==> config.mk <==
export PLATFORM = sky130hd
export DESIGN_NAME = ann_to_snn_encoder
export DESIGN_NICKNAME = d
export VERILOG_FILES = /design/src/rtl/snn_pkg.sv /design/src/rtl/ann_to_snn_if_neuron.sv /design/src/rtl/ann_to_snn_encoder.sv
export SDC_FILE = /design/constraint.sdc
export NUM_CORES = 1
export LEC_CHECK = 0
export ABC_AREA = 1
export CAP_MARGIN = 20
export CORE_ASPECT_RATIO = 0.7
export CORE_MARGIN = 2
export CORE_UTILIZATION = 45
export DETAILED_ROUTE_END_ITERATION = 10
export PLACE_DENSITY = 0.65
export SYNTH_ARGS = -nofsm -noshare
export SYNTH_HDL_FRONTEND = slang
export SYNTH_HIERARCHICAL = 1
export SYNTH_SLANG_ARGS = --single-unit
==> constraint.sdc <==
create_clock -name clk -period 3.2 [get_ports clk]
set_input_delay 0.48 -clock clk [delete_from_list [all_inputs] [get_ports clk]]
set_output_delay 0.48 -clock clk [all_outputs]
set_load 0.01 [all_outputs]
==> src/rtl/snn_pkg.sv <==
// Shared constants and types for the ANN<->SNN conversion blocks.
package snn_pkg;
    localparam int TIMESTEPS_DEF = 4;

    // Wide enough for acc + v, where both are bounded by TIMESTEPS.
    function automatic int acc_width(input int t);
        return $clog2(t) + 2;
    endfunction

    typedef enum logic {IDLE, ENCODE} enc_state_t;
endpackage

==> src/rtl/ann_to_snn_if_neuron.sv <==
// One integrate-and-fire neuron: saturated activation plus accumulator.
// spike is combinational and is the value the top registers on load/step.
module ann_to_snn_if_neuron
    import snn_pkg::*;
#(
    parameter int WIDTH     = 3,
    parameter int TIMESTEPS = TIMESTEPS_DEF
) (
    input  logic             clk,
    input  logic             rst,
    input  logic [WIDTH-1:0] act,
    input  logic             load,
    input  logic             step,
    output logic             spike
);
    localparam int ACC_W = acc_width(TIMESTEPS);
    localparam int CW    = (WIDTH > ACC_W) ? WIDTH : ACC_W;
    localparam logic [CW-1:0]    T_X = CW'(TIMESTEPS);
    localparam logic [ACC_W-1:0] T_A = ACC_W'(TIMESTEPS);

    logic [ACC_W-1:0] v, acc, v_in, v_cur, acc_cur, sum, acc_nxt;
    logic [CW-1:0]    act_x;

    // On load the fresh activation and a zero accumulator feed step 0 directly.
    always_comb begin
        act_x   = CW'(act);
        v_in    = (act_x > T_X) ? T_A : ACC_W'(act_x);
        v_cur   = load ? v_in : v;
        acc_cur = load ? '0 : acc;
        sum     = acc_cur + v_cur;
        spike   = (sum >= T_A);
        acc_nxt = spike ? sum - T_A : sum;
    end

    always_ff @(posedge clk) begin
        if (rst) begin
            v   <= '0;
            acc <= '0;
        end else if (load) begin
            v   <= v_in;
            acc <= acc_nxt;
        end else if (step) begin
            acc <= acc_nxt;
        end
    end
endmodule

==> src/rtl/ann_to_snn_encoder.sv <==
// Rate-codes one activation vector into TIMESTEPS spike vectors.
// Optional packed output of the whole window under ANN_TO_SNN_PACKED_EN.
module ann_to_snn_encoder
    import snn_pkg::*;
#(
    parameter int NUM_NEURONS = 4,
    parameter int WIDTH       = 3,
    parameter int TIMESTEPS   = TIMESTEPS_DEF,
    localparam int TS_W       = $clog2(TIMESTEPS)
) (
    input  logic                         clk,
    input  logic                         rst,
    input  logic [NUM_NEURONS*WIDTH-1:0] ann_in,
    input  logic                         valid_in,
    output logic                         ready_out,
    output logic [NUM_NEURONS-1:0]       spike_out,
    output logic                         spike_valid,
    input  logic                         spike_ready,
    output logic [TS_W-1:0]              timestep,
`ifdef ANN_TO_SNN_PACKED_EN
    output logic [NUM_NEURONS*TIMESTEPS-1:0] spikes_packed,
    output logic                             packed_valid,
`endif
    output logic                         last_step
);
    enc_state_t             state, state_nxt;
    logic                   load, adv, done;
    logic [NUM_NEURONS-1:0] spk;

    always_ff @(posedge clk) begin
        if (rst) state <= IDLE;
        else     state <= state_nxt;
    end

    always_comb begin
        state_nxt = state;
        ready_out = 1'b0;
        load      = 1'b0;
        adv       = 1'b0;
        done      = 1'b0;
        case (state)
            IDLE: begin
                ready_out = 1'b1;
                load      = valid_in;
                if (valid_in) state_nxt = ENCODE;
            end
            ENCODE: begin
                if (spike_valid && spike_ready) begin
                    if (last_step) begin
                        done      = 1'b1;
                        state_nxt = IDLE;
                    end else begin
                        adv = 1'b1;
                    end
                end
            end
            default: state_nxt = IDLE;
        endcase
    end

    for (genvar g = 0; g < NUM_NEURONS; g++) begin : g_neuron
        ann_to_snn_if_neuron #(.WIDTH(WIDTH), .TIMESTEPS(TIMESTEPS)) u_neuron (
            .clk   (clk),
            .rst   (rst),
            .act   (ann_in[g*WIDTH +: WIDTH]),
            .load  (load),
            .step  (adv),
            .spike (spk[g])
        );
    end

    always_ff @(posedge clk) begin
        if (rst || done) begin
            spike_out   <= '0;
            spike_valid <= 1'b0;
            timestep    <= '0;
            last_step   <= 1'b0;
        end else if (load) begin
            spike_out   <= spk;
            spike_valid <= 1'b1;
            timestep    <= '0;
            last_step   <= 1'b0;
        end else if (adv) begin
            spike_out   <= spk;
            timestep    <= timestep + 1'b1;
            last_step   <= (timestep == TS_W'(TIMESTEPS - 2));
        end
    end

`ifdef ANN_TO_SNN_PACKED_EN
    logic [NUM_NEURONS*TIMESTEPS-1:0] pack_acc;
    logic [TS_W-1:0]                  t_nxt;

    assign t_nxt = load ? '0 : timestep + 1'b1;

    // Every step slot is rewritten each window, so pack_acc never needs clearing.
    always_ff @(posedge clk) begin
        if (rst) begin
            pack_acc      <= '0;
            spikes_packed <= '0;
            packed_valid  <= 1'b0;
        end else begin
            packed_valid <= done;
            if (load || adv)
                for (int n = 0; n < NUM_NEURONS; n++)
                    pack_acc[n*TIMESTEPS + int'(t_nxt)] <= spk[n];
            if (done) spikes_packed <= pack_acc;
        end
    end
`endif
endmodule
; Word-level counts from Yosys, hierarchy flattened
; Index checks and enable logic that the tools add are counted.
; W data, S select, Z words.
[word_totals]
ram_bits = 0
word_cells = 73
reg_bits = 41
in_bits = 16
mem_bits_ro = 0
mem_count = 0
latchBits = 0
[classes]
mul = 0
eq_ne = 1
shift = 0
bitwise_logic = 1
mux = 37
n_reduce_logical = 4
n_lt_le_gt_ge = 8
addsub = 9
n_div = 0
[ops]
columns = op, n
row1 = $mux W4, 22
row2 = $add A4 B4 Y4, 4
row3 = $ge A4 B3 Y1 const B, 4
row4 = $sub A4 B3 Y4 const B, 4
row5 = $gt A3 B3 Y1 const B, 4
row6 = $mux W3, 4
row7 = $mux W1, 10
row8 = $add A2 B1 Y2 const B, 1
row9 = $eq A2 B2 Y1 const B, 1
row10 = $pmux W1 S2, 1
row11 = $reduce_bool A2 Y1, 1
row12 = $reduce_or A2 Y1, 1
row13 = $logic_and A1 B1 Y1, 1
row14 = $logic_or A1 B1 Y1, 1
row15 = $not A1 Y1, 1

; Longest topological paths before layout
; Gate-level depths: netlist of run 1.
[logic_depth]
ltp_word = 8
ltp_mapped = 16

; Modules after synthesis
; The synthesis of run 1 kept the hierarchy.
[by_module_without_submodules]
columns = module, n_inst, cells_each, area_per_inst_um2
row1 = ann_to_snn_if_neuron, 4, 71, 498.0
row2 = ann_to_snn_encoder, 1, 58, 431.7

; Worst setup path before layout of run 1
; OpenSTA, ideal clock, no wires.
[synth_timing]
path_kind = input port to flip-flop
start = input valid_in
end = register spike_out[0]
slack_ns = 0.447
stages = 14
arrival_ns = 2.638
setup_time_ns = 0.115
cell_sequence = nand2_2 > inv_1 > inv_2 > nor2_4 > inv_2 > o22ai_2 > ha_1 > inv_1 > fa_1 > xnor2_1 > inv_1 > nand2_1 > a21oi_1 > nor2_1
[synth_between]
elab_chain_len = 6
word_cells_on_any_way = 8
cone_classes = add/sub (1) / order compare (1) / mux (5) / reduce/logical (1)
[synth_rtl]
columns = item, line_no
row1 = "start, declared", ann_to_snn_encoder.sv:14  ; input logic valid_in,
row2 = $mux W1 (*), ann_to_snn_encoder.sv:41  ; case (state)
row3 = net load, ann_to_snn_encoder.sv:27  ; logic load, adv, done;
row4 = $mux W4 (*), ann_to_snn_if_neuron.sv:28  ; v_cur = load ? v_in : v;
row5 = net g_neuron[0].u_neuron.v_cur[0], ann_to_snn_if_neuron.sv:21  ; logic [ACC_W-1:0] v, acc, v_in, v_cur, acc_cur, sum, acc_nxt;
row6 = $add A4 B4 Y4 (*), ann_to_snn_if_neuron.sv:30  ; sum = acc_cur + v_cur;
row7 = $ge A4 B3 Y1 (*), ann_to_snn_if_neuron.sv:31  ; spike = (sum >= T_A);
row8 = net spk[0], ann_to_snn_encoder.sv:28  ; logic [NUM_NEURONS-1:0] spk;
row9 = $mux W4, ann_to_snn_encoder.sv:83  ; end else if (adv) begin
row10 = $mux W4 (*), ann_to_snn_encoder.sv:78  ; end else if (load) begin
row11 = "end signal, assigned", ann_to_snn_encoder.sv:79  ; spike_out <= spk;
row12 = "end signal, assigned", ann_to_snn_encoder.sv:84  ; spike_out <= spk;
row13 = "end, declared", ann_to_snn_encoder.sv:16  ; output logic [NUM_NEURONS-1:0] spike_out,
; The timed path passes the listed nets; every way through them passes the cells marked *. The select of a mux whose other input is x is not followed.
; A chain may end at the register's enable or synchronous reset.

; Final worst setup path of run 1
[layout_timing]
start = input valid_in
end = register spike_out[3]
[layout_between]
elab_chain_len = 6
word_cells_on_any_way = 8
cone_classes = add/sub (1) / order compare (1) / mux (5) / reduce/logical (1)
[layout_rtl]
columns = item, line_no
row1 = $mux W1 (*), ann_to_snn_encoder.sv:41
row2 = net load, ann_to_snn_encoder.sv:27
row3 = $mux W4 (*), n/a
row4 = net g_neuron[3].u_neuron.v_cur[0], ann_to_snn_if_neuron.sv:21
row5 = $add A4 B4 Y4 (*), ann_to_snn_if_neuron.sv:30
row6 = $ge A4 B3 Y1 (*), ann_to_snn_if_neuron.sv:31
row7 = net spk[3], ann_to_snn_encoder.sv:28
row8 = $mux W4, ann_to_snn_encoder.sv:83
row9 = $mux W4 (*), ann_to_snn_encoder.sv:78
; Marked as above.

==> summary.txt, run 1 <==
Status
  – Status: finished, final reports clean

Setup path
  – Max stage delay cell, worst path: clkdlybuf4s50_1
  – Worst path max stage delay: roughly 0.49 ns
  – R2R Path End: spike_out[3]
  – Crit end category: flip-flop
  – Worst Reg-to-Reg Cells: 15
  – R2r setup slk: around 0.67 ns
  – Cell mode on critical path: inv_1
  – Crit path launch: valid_in
  – Crit start category: input port
  – Worst EP required: 3.43 ns
  – Worst-path cell chain: clkdlybuf4s50_1 > nand2_2 > inv_1 > inv_2 > nor2_4 > inv_2 > o22ai_2 > ha_1 > inv_1 > fa_1 > xnor2_1 > inv_1 > nand2_1 > a21oi_1 > nor2_1
  – Worst-path maximum fanout: 10
  – Worst setup path class: input port to flip-flop
  – Critical Path AT: about 3 ns
  – Worst r2r src: state

Yosys
  – Dominant cell type by area after synthesis: dfxtp_1
  – Synth Instances: 342
  – Syn avg cell area: 7.09 sq um
  – Synthesized Nets: roughly 380
  – Top-area cell type share of the netlist area: around 34%
  – Synthesis-stage register bit count: 41
  – Synth warn: 6
  – Post-synth cell types: 22
  – Top post-synthesis cells by area: dfxtp_1 34%, inv_1 11%, nand2_1 9.1%
  – Seq/Total Area, Yosys: 33.9%
  – Synth Cell Area: 0.00242 sq mm

Drt
  – ANT nets after route: 0
  – Initial DRC Count: 61
  – DR vias/cell: between 4 and 5
  – Vias: 2056
  – Routed WL per cell: 10.8 microns
  – Router iterations before antenna repair: 4
  – Final WL: a little under 5000 microns
  – DRC violations left: 0

Pwr
  – Worst vdd ir: roughly 0.00021 V
  – Lkg Pwr: between 0.001 and 0.0015 uW
  – P per Cell Area: between 400 and 500 mW/mm^2

Hold path
  – Hold path start: g_neuron[3].u_neuron/v[2]
  – Hold Crit Depth: 2
  – Min-Delay Path Class: flip-flop to flip-flop
  – Hold Path Sink: g_neuron[3].u_neuron/v[2]

Global route
  – Vias in the first global route: a little under 2000
  – Total grt overflow: 0
  – Initial antenna violation count: 0
  – Largest net degree at the start of global routing: 18
  – Total GRT Usage: around 18%
  – First-pass GRT wire length: around 8600 microns

Timing
  – Fmax: between 300 and 400 MHz
  – Clock skew: about 0.0041 ns
  – RSZ-0062 raised after global routing: no
  – Final WS setup: ~0.43 ns
  – Worst-Margin Slew: between 0.8 and 0.9 ns
  – Final setup viols: 0
  – Period utilisation layout: 86.7%
  – Relative slew slack: 44.0%
  – Final Hold Fails: 0
  – Final Critical Period: approximately 2.8 ns
  – Final setup TNS: 0 ns
  – Slew Viols, Final: 0

Final layout
  – Antenna diode count: 0
  – Filler Cell Count: about 500
  – Commonest non-fill, non-tap cell in the layout: inv_1
  – Area delta synth->final: 18.3%
  – # nets final: a little over 400
  – Most frequent cells in the layout: 70 x inv_1, 59 x nand2_1, 41 x dfxtp_1
  – Fraction of layout cells with a size suffix above 1: roughly 13%

Run
  – Max-Cap Viols: 0

Placed design
  – Final GP Congestion: about 0.83
  – Port bufs: 24
  – DPL Wire Length: between 3000 and 4000 microns
  – Pre-CTS setup slack: ~0.12 ns

Clock network
  – Post-CTS Hold Fix Bufs: 0
  – Max H-tree Level: 2
  – Post-CTS sizing: 0
  – Clk Latency, worst-skew pair: approximately 0.29 ns
  – Clock slew at reported path FFs: about 0.070 ns
  – Post-CTS Repair Setup Buffers: 0
  – Clk sink count: 41
  – Clock root buffer: clkbuf_8
  – CTS tree: done
  – Max Root-Sink Buffers: 2
  – Number of buffers created by CTS: 5

Floorplanning
  – Io pins: 25
  – Die span in y: about 65 microns
  – Initial Utilization: between 40% and 50%
  – Die footprint: around 0.0060 sq mm
  – Die Span X: 91.7 microns
  – Core area: around 0.0052 sq mm
  – Std cell rows: 22
flip-flops by register name, summed over array words and instances, names as in the netlist:
signal and count:
g_neuron.u_neuron/acc 16, g_neuron.u_neuron/v 16, spike_out 4, timestep 2
last_step 1, spike_valid 1, state 1
worst max-delay path: cells and delay by family:
kind	cells	cell delay, ns
xor+xnor	1	0.20
fa+ha+maj	2	0.60
simple gates	4	0.38
buf+inv	6	1.17
compound gates	2	0.16
area by class of cell:
type / instances / area [sq um] / share of cell area [%]
Timing Repair Buffer: 29 / 278 / 9.69
Multi-Input combinational cell: 216 / 1280 / 44.5
Clock buffer: 7 / 86.3 / 3.01
Sequential cell: 41 / 821 / 28.6
Inverter: 84 / 315 / 11.0
Tap cell: 72 / 90.1 / 3.14
cell usage after synthesis, drive strengths merged:
master and number:
inv 84, nand2 61, nor2 46, dfxtp 41, a21oi 27, nand3 22, ha 13, o21ai 12
a211oi 8, o22ai 8, fa 4, nor3 4, or2 4, xnor2 4, o21a 2, buf 1
nand3b 1
per-layer routing:
metal / global-route usage (%) / wire (microns)
met1: 24.3 / 2530
met2: 27.9 / 2040
met3: 4.13 / 204
met4: 7.09 / 76
met5: 0 / 0
stage by stage:
step	instance area (sq um)	power (uW)	instances	utilization, %	hold slack (ns)
final	2870	1170	449	54.8	0.464
after floorplan	2420	754	342	-	0.434
after global routing	2870	1250	449	54.8	0.480
after detailed placement	2780	842	442	53.2	0.456
after CTS	2870	1190	449	54.8	0.468
after global placement	2780	839	442	53.2	0.453
logic make-up (layout without fill, tap and decap cells):
| logic type | count (synthesis) | count (layout) | synth area share [%] |
|---|---|---|---|
| adder cells (fa/ha/maj) | 17 | 17 | 10.0 |
| flip-flops | 41 | 41 | 33.9 |
| buffers and inverters | 85 | 120 | 13.5 |
| XOR/XNOR | 4 | 4 | 1.45 |
| AND/OR/NAND/NOR | 138 | 138 | 25.5 |
| AO/OA/AOI/OAI | 57 | 57 | 15.7 |
where the power goes:
part | internal, uW | switching, uW
clock | 171 | 170
sequential | 543 | 16.4
combinational | 117 | 155
worst max path at each step:
stage                         to  depth (start not counted)  slack [ns]
finish              spike_out[3]                         15        0.43
global route        spike_out[3]                         15        0.18
CTS                 spike_out[3]                         15        0.42
detailed placement  spike_out[0]                         15        0.12
global placement    spike_out[0]                         15        0.13
floorplan           spike_out[0]                         14        0.45
No activity file was read; power rests on OpenSTA's default activity.
==> run 2, diff against run 1 <==
==> constraint.sdc (replaced) <==
create_clock -name clk -period 3.2 [get_ports clk]
set_input_delay 0.48 -clock clk [delete_from_list [all_inputs] [get_ports clk]]
set_output_delay 0.48 -clock clk [all_outputs]
set_load 0.1 [all_outputs]
==> summary.txt, run 2 (synthesized netlist as in run 1, its figures left out) <==
Global route
  – GR Util met2: 28.1% (was 27.9%)
  – Met3 Track Usage GR: 4.24% (was 4.13%)
  – Total grt overflow: 0 (unchanged)
  – Top Usage Layer GRT: met2 (unchanged)
  – Vias in the first global route: 1986 (was 1944)
  – First-pass GRT wire length: 8670 microns (was 8590 microns)
  – Met1 Track Usage GR: 24.6% (was 24.3%)
  – Largest net degree at the start of global routing: 18 (unchanged)
  – Initial antenna violation count: 0 (unchanged)
  – Total GRT Usage: 17.8% (was 17.9%)

Hold path
  – Hold Crit Depth: 2 (unchanged)
  – Hold path start: g_neuron[3].u_neuron/v[2] (unchanged)
  – Min-Delay Path Class: flip-flop to flip-flop (unchanged)
  – Hold Path Sink: g_neuron[3].u_neuron/v[2] (unchanged)

Floorplanning
  – Die span in y: 65.4 microns (unchanged)
  – Initial Utilization: 46.3% (unchanged)
  – Die footprint: 0.00600 sq mm (unchanged)
  – Std cell rows: 22 (unchanged)
  – Io pins: 25 (unchanged)
  – Core area: 0.00523 sq mm (unchanged)
  – Die Span X: 91.7 microns (unchanged)

Final layout
  – Antenna diode count: 0 (unchanged)
  – Most frequent cells in the layout: 70 x inv_1, 59 x nand2_1, 41 x dfxtp_1 (unchanged)
  – Fin area: 0.00288 sq mm (was 0.00287 sq mm)
  – Commonest non-fill, non-tap cell in the layout: inv_1 (unchanged)
  – Top flop regs: g_neuron.u_neuron/acc: 16 flops, g_neuron.u_neuron/v: 16 flops, spike_out: 4 flops (unchanged)
  – # nets final: 411 (was 410)
  – Fraction of layout cells with a size suffix above 1: 15.0% (was 13.0%)
  – Area delta synth->final: 18.7% (was 18.3%)
  – Filler Cell Count: 510 (was 508)

Pwr
  – Net Sw Frac: 32.0% (was 29.1%)
  – P_int: 855 uW (was 832 uW)
  – Logic pwr share: 25.8% (was 23.2%)
  – Clock share of power: 29.7% (was 29.1%)
  – Lkg Pwr: 0.00136 uW (was 0.00134 uW)
  – Power Total: 1260 uW (was 1170 uW)
  – Switching power: 402 uW (was 341 uW)
  – Seq pwr share: 44.5% (was 47.7%)
  – Worst vdd ir: 0.000281 V (was 0.000211 V)
  – P per Cell Area: 437 mW/mm^2 (was 409 mW/mm^2)

Clock network
  – Max Root-Sink Buffers: 2 (unchanged)
  – Clk sink count: 41 (unchanged)
  – CTS tree: done (unchanged)
  – Clock slew at reported path FFs: 0.08 ns (was 0.07 ns)
  – Clk Latency, worst-skew pair: 0.29 ns (about the same)
  – Post-CTS Repair Setup Buffers: 0 (unchanged)
  – Post-CTS Hold Fix Bufs: 0 (unchanged)
  – Max H-tree Level: 2 (unchanged)
  – Post-CTS sizing: 0 (unchanged)
  – Number of buffers created by CTS: 5 (unchanged)
  – Clock root buffer: clkbuf_8 (unchanged)

Timing
  – Fmax: 368 MHz (was 360 MHz)
  – Final Critical Period: 2.72 ns (was 2.77 ns)
  – Relative slew slack: 35.3% (was 44.0%)
  – RSZ-0062 raised after global routing: no (unchanged)
  – Slew Viols, Final: 0 (unchanged)
  – Final setup viols: 0 (unchanged)
  – Period utilisation layout: 84.9% (was 86.7%)
  – Min Hold Slack: 0.463 ns (was 0.464 ns)
  – Final setup TNS: 0 ns (unchanged)
  – Clock skew: 0.00478 ns (was 0.00413 ns)
  – Worst-Margin Slew: 0.968 ns (was 0.838 ns)
  – Final Hold Fails: 0 (unchanged)

Setup path
  – Crit path launch: valid_in (unchanged)
  – R2r setup slk: 0.76 ns (was 0.67 ns)
  – Crit start category: input port (unchanged)
  – Worst-path maximum fanout: 8 (was 10)
  – Worst setup path class: input port to flip-flop (unchanged)
  – R2R Path End: g_neuron[3].u_neuron/acc[2] (was spike_out[3])
  – Worst EP required: 3.39 ns (was 3.43 ns)
  – Worst Reg-to-Reg Cells: 14 (was 15)
  – Worst r2r src: state (unchanged)
  – Crit end category: flip-flop (unchanged)
  – Critical Path AT: 2.90 ns (was 3.01 ns)

Placed design
  – Placed Instance Area: 0.00278 sq mm (about the same)
  – DPL Wire Length: 3620 microns (was 3650 microns)
  – Final GP Congestion: 0.798 (was 0.833)
  – Port bufs: 24 (unchanged)

Status
  – Status: finished, final reports clean (unchanged)

Drt
  – ANT nets after route: 0 (unchanged)
  – Router iterations before antenna repair: 4 (unchanged)
  – Initial DRC Count: 74 (was 61)
  – Vias: 2088 (was 2056)
  – DR vias/cell: 4.63 (was 4.58)
  – Routed WL per cell: 10.7 microns (was 10.8 microns)
  – DRC violations left: 0 (unchanged)
  – Final WL: 4820 microns (was 4850 microns)

Run
  – Max-Cap Viols: 0 (unchanged)
==> run 2: critical path, cell delays in order <==
cell and delay (ns):
clkdlybuf4s50_1 0.51, nand2_2 0.07, inv_1 0.25, inv_2 0.14, nor2_4 0.13, inv_2 0.05
o22ai_2 0.13, ha_1 0.22, inv_1 0.06, fa_1 0.38, xnor2_1 0.22, inv_1 0.08
nand3_1 0.10, a21oi_1 0.06
==> run 2: power by group through the flow <==
stage | Combinational (uW) | Sequential, uW | Clock, uW
floorplan | 190 | 616 | 0
global placement | 320 | 571 | 0
detailed placement | 323 | 571 | 0
CTS | 326 | 560 | 389
global route | 364 | 564 | 415
finish | 324 | 559 | 374
==> run 2: worst max path at each step <==
stage	end	slack, ns	cells after the start
global placement	spike_out[0]	0.24	15
detailed placement	spike_out[0]	0.20	15
CTS	spike_out[3]	0.48	15
finish	g_neuron[3].u_neuron/acc[2]	0.48	14
floorplan	spike_out[0]	0.09	15
global route	spike_out[3]	0.25	15
==> run 2: final cells by class <==
cell class / instances / area [sq um] / share of cell area, %
clock buffer: 7 / 96.3 / 3.35
multi-input combinational: 216 / 1280 / 44.4
clock inverter: 1 / 5.00 / 0.174
inverter: 84 / 315 / 11.0
sequential: 41 / 821 / 28.5
timing repair buffer: 30 / 273 / 9.48
tap: 72 / 90.1 / 3.13
==> run 2: routing by layer <==
layer / up-vias / wire length (microns)
li1: 1135 / -
met1: 904 / 2550
met2: 47 / 1990
met3: 2 / 248
met4: 0 / 27
met5: - / 0
==> run 2: per-stage QoR <==
stage	setup WS [ns]	std cells	util (%)
2_1_floorplan	0.0921	342	-
3_3_place_gp	0.241	443	53.1
3_5_place_dp	0.204	443	53.1
4_1_cts	0.485	451	55.0
5_1_grt	0.253	451	55.0
6_report	0.483	451	55.0
==> run 3, diff against run 2 <==
--- a/config.mk
+++ b/config.mk
@@ -11,7 +11,7 @@
 export CORE_MARGIN = 2
 export CORE_UTILIZATION = 45
 export DETAILED_ROUTE_END_ITERATION = 10
-export PLACE_DENSITY = 0.65
+export PLACE_DENSITY = 0.67
 export SYNTH_ARGS = -nofsm -noshare
 export SYNTH_HDL_FRONTEND = slang
 export SYNTH_HIERARCHICAL = 1
==> constraint.sdc (replaced) <==
create_clock -name clk -period 2.2 [get_ports clk]
set_input_delay 0.33 -clock clk [delete_from_list [all_inputs] [get_ports clk]]
set_output_delay 0.33 -clock clk [all_outputs]
set_load 0.1 [all_outputs]
==> summary.txt, run 3 (synthesized netlist as in run 1, its figures left out) <==
Pwr
  – P per Cell Area: 561 mW/mm^2 (was 437 mW/mm^2)
  – Worst vdd ir: 0.000296 V (was 0.000281 V)
  – Lkg Pwr: 0.00159 uW (was 0.00136 uW)

Setup path
  – Crit path buf inv count: 6 (unchanged)
  – Max stage delay cell, worst path: dfxtp_4 (was clkdlybuf4s50_1)
  – Worst setup path class: flip-flop to flip-flop (was input port to flip-flop)
  – Worst-path cell chain: inv_12 > nand2_8 > clkinvlp_4 > buf_12 > buf_6 > o22ai_4 > ha_2 > inv_2 > fa_2 > xnor2_2 > inv_1 > nand2_1 > a21oi_2 > nor2_1 (was clkdlybuf4s50_1 > nand2_2 > inv_1 > inv_2 > nor2_4 > inv_2 > o22ai_2 > ha_1 > inv_1 > fa_1 > xnor2_1 > inv_1 > nand3_1 > a21oi_1)
  – R2r setup slk: -0.04 ns (was 0.76 ns)
  – Worst path max stage delay: 0.39 ns (was 0.51 ns)
  – CP top delay family: buffers and inverters (unchanged)
  – Crit start category: flip-flop (was input port)
  – Critical Path AT: 2.44 ns (was 2.90 ns)
  – Crit end category: flip-flop (unchanged)
  – Worst-path maximum fanout: 6 (was 8)
  – Worst EP required: 2.40 ns (was 3.39 ns)

Floorplanning
  – Die Span X: 91.7 microns (unchanged)
  – Die footprint: 0.00600 sq mm (unchanged)
  – Io pins: 25 (unchanged)
  – Die span in y: 65.4 microns (unchanged)
  – Core area: 0.00523 sq mm (unchanged)
  – Std cell rows: 22 (unchanged)
  – Initial Utilization: 46.3% (unchanged)

Clock network
  – Clk sink count: 41 (unchanged)
  – Number of buffers created by CTS: 5 (unchanged)
  – CTS tree: done (unchanged)
  – Max Root-Sink Buffers: 2 (unchanged)
  – Clock root buffer: clkbuf_8 (unchanged)
  – Clk Latency, worst-skew pair: 0.31 ns (was 0.29 ns)
  – Clock slew at reported path FFs: 0.08 ns (about the same)
  – Max H-tree Level: 2 (unchanged)

Final layout
  – Top flop regs: g_neuron.u_neuron/acc: 16 flops, g_neuron.u_neuron/v: 16 flops, spike_out: 4 flops (unchanged)
  – Antenna diode count: 0 (unchanged)
  – # nets final: 447 (was 411)
  – Footprint of the multi-input gates: 0.00158 sq mm (was 0.00128 sq mm)
  – Area delta synth->final: 44.3% (was 18.7%)
  – Most frequent cells in the layout: 63 x inv_1, 46 x nand2_1, 44 x buf_4 (was 70 x inv_1, 59 x nand2_1, 41 x dfxtp_1)
  – Filler Cell Count: 461 (was 510)
  – Fraction of layout cells with a size suffix above 1: 36.9% (was 15.0%)
  – Commonest non-fill, non-tap cell in the layout: inv_1 (unchanged)
  – Storage cell area: 825 sq um (was 821 sq um)
  – Fin util: 66.9% (was 55.0%)

Drt
  – Final WL: 5650 microns (was 4820 microns)
  – Vias: 2320 (was 2088)
  – Initial DRC Count: 79 (was 74)
  – Routed WL per cell: 11.6 microns (was 10.7 microns)
  – ANT nets after route: 0 (unchanged)
  – DRC violations left: 0 (unchanged)
  – DR vias/cell: 4.76 (was 4.63)
  – Router iterations before antenna repair: 6 (was 4)

Timing
  – Relative slew slack: 76.1% (was 35.3%)
  – Worst-Margin Slew: 0.358 ns (was 0.968 ns)
  – Period utilisation layout: 102%
  – Final setup viols: 2 (was 0)
  – Clock skew: 0.0107 ns (was 0.00478 ns)
  – Fmax: approximately 450 MHz
  – Final Critical Period: between 2 and 2.5 ns
  – Final WS setup: -0.0401 ns (was 0.483 ns)
  – Final Hold Fails: 0 (unchanged)
  – Slew Viols, Final: 0 (unchanged)
  – RSZ-0062 raised after global routing: yes (was no)

Placed design
  – DPL Wire Length: 4010 microns (was 3620 microns)
  – Pre-CTS setup slack: -0.530 ns (was 0.204 ns)
  – Port bufs: 24 (unchanged)
  – Final GP Congestion: 0.797 (was 0.798)

Status
  – Status: complete, but fails checks (was finished, final reports clean)
  – Violated checks: setup timing

Global route
  – First-pass GRT wire length: 9050 microns (was 8670 microns)
  – Total GRT Usage: 19.2% (was 17.8%)
  – Total grt overflow: 0 (unchanged)
  – Largest net degree at the start of global routing: 27 (was 18)
  – Initial antenna violation count: 0 (unchanged)
  – Vias in the first global route: 2118 (was 1986)

Hold path
  – Min-Delay Path Class: flip-flop to flip-flop (unchanged)

Run
  – Max-Cap Viols: 0 (unchanged)
## run 3: cell count changes in the layout (fill, tap and decap cells not counted), moves of 6 or more
cell,before,now
ha_1,13,6
buf_4,11,44
a21oi_1,26,12
a21oi_2,0,11
nand2_1,59,46
nand2_2,2,14
inv_1,70,63
ha_4,0,6
## run 3: worst paths after layout
| path | start | to | cells after the start |
|---|---|---|---|
| max | state | spike_out[2] | 14 |
| min | g_neuron[0].u_neuron/acc[0] | g_neuron[0].u_neuron/acc[0] | 2 |
| max reg2reg | state | spike_out[2] | 14 |
| min reg2reg | g_neuron[0].u_neuron/acc[0] | g_neuron[0].u_neuron/acc[0] | 2 |
## run 3: cell type report
cell class	count	share of cell area, %
Multi-Input combinational cell	216	45.1
Tap cell	72	2.58
Clock inverter	2	0.286
Inverter	84	9.77
Timing Repair Buffer	66	16.6
Sequential cell	41	23.6
Clock buffer	6	2.08
## run 3: stage by stage
stage | power, uW | setup TNS [ns] | hold slack, ns | area [sq um] | cells
2_1_floorplan | 1210 | -2.44 | 0.397 | 2560 | 342
3_3_place_gp | 1380 | -6.10 | 0.453 | 3130 | 472
5_1_grt | 2090 | -0.942 | 0.490 | 3500 | 487
6_report | 1960 | -0.0428 | 0.472 | 3500 | 487
4_1_cts | 1910 | -0.00286 | 0.473 | 3260 | 482
3_5_place_dp | 1390 | -6.86 | 0.454 | 3130 | 472
## run 3: worst register-to-register path: cells and delay by family, from the launching register on
family	cells	cell delay, ns
AO/OA/AOI/OAI	2	0.25
XOR/XNOR	1	0.15
adder cells (fa/ha/maj)	2	0.56
buffers and inverters	6	0.60
flip-flops	1	0.39
AND/OR/NAND/NOR	3	0.18
## run 3: power by group
group	internal [uW]	switching [uW]	total, uW
registers	790	26.6	817
clock network	220	271	491
logic	278	375	653
total	1290	673	1960
## run 3: timing repair
| item | in CTS | in global routing |
|---|---|---|
| resized for setup | 7 | 46 |
| setup buffers | 2 | 4 |
| gates cloned | 0 | 1 |
| endpoints found under the setup margin | 13 | 12 |
| endpoints found under the hold margin | 0 | 0 |
| pin swaps | 2 | 17 |
| hold buffers | 0 | 0 |
## run 3: layer usage
metal,vias up,wire [microns],GRT usage (%)
li1,1216,-,-
met1,1053,2790,25.1
met2,44,2500,31.4
met3,7,274,3.56
met4,0,87,8.40
met5,-,0,0
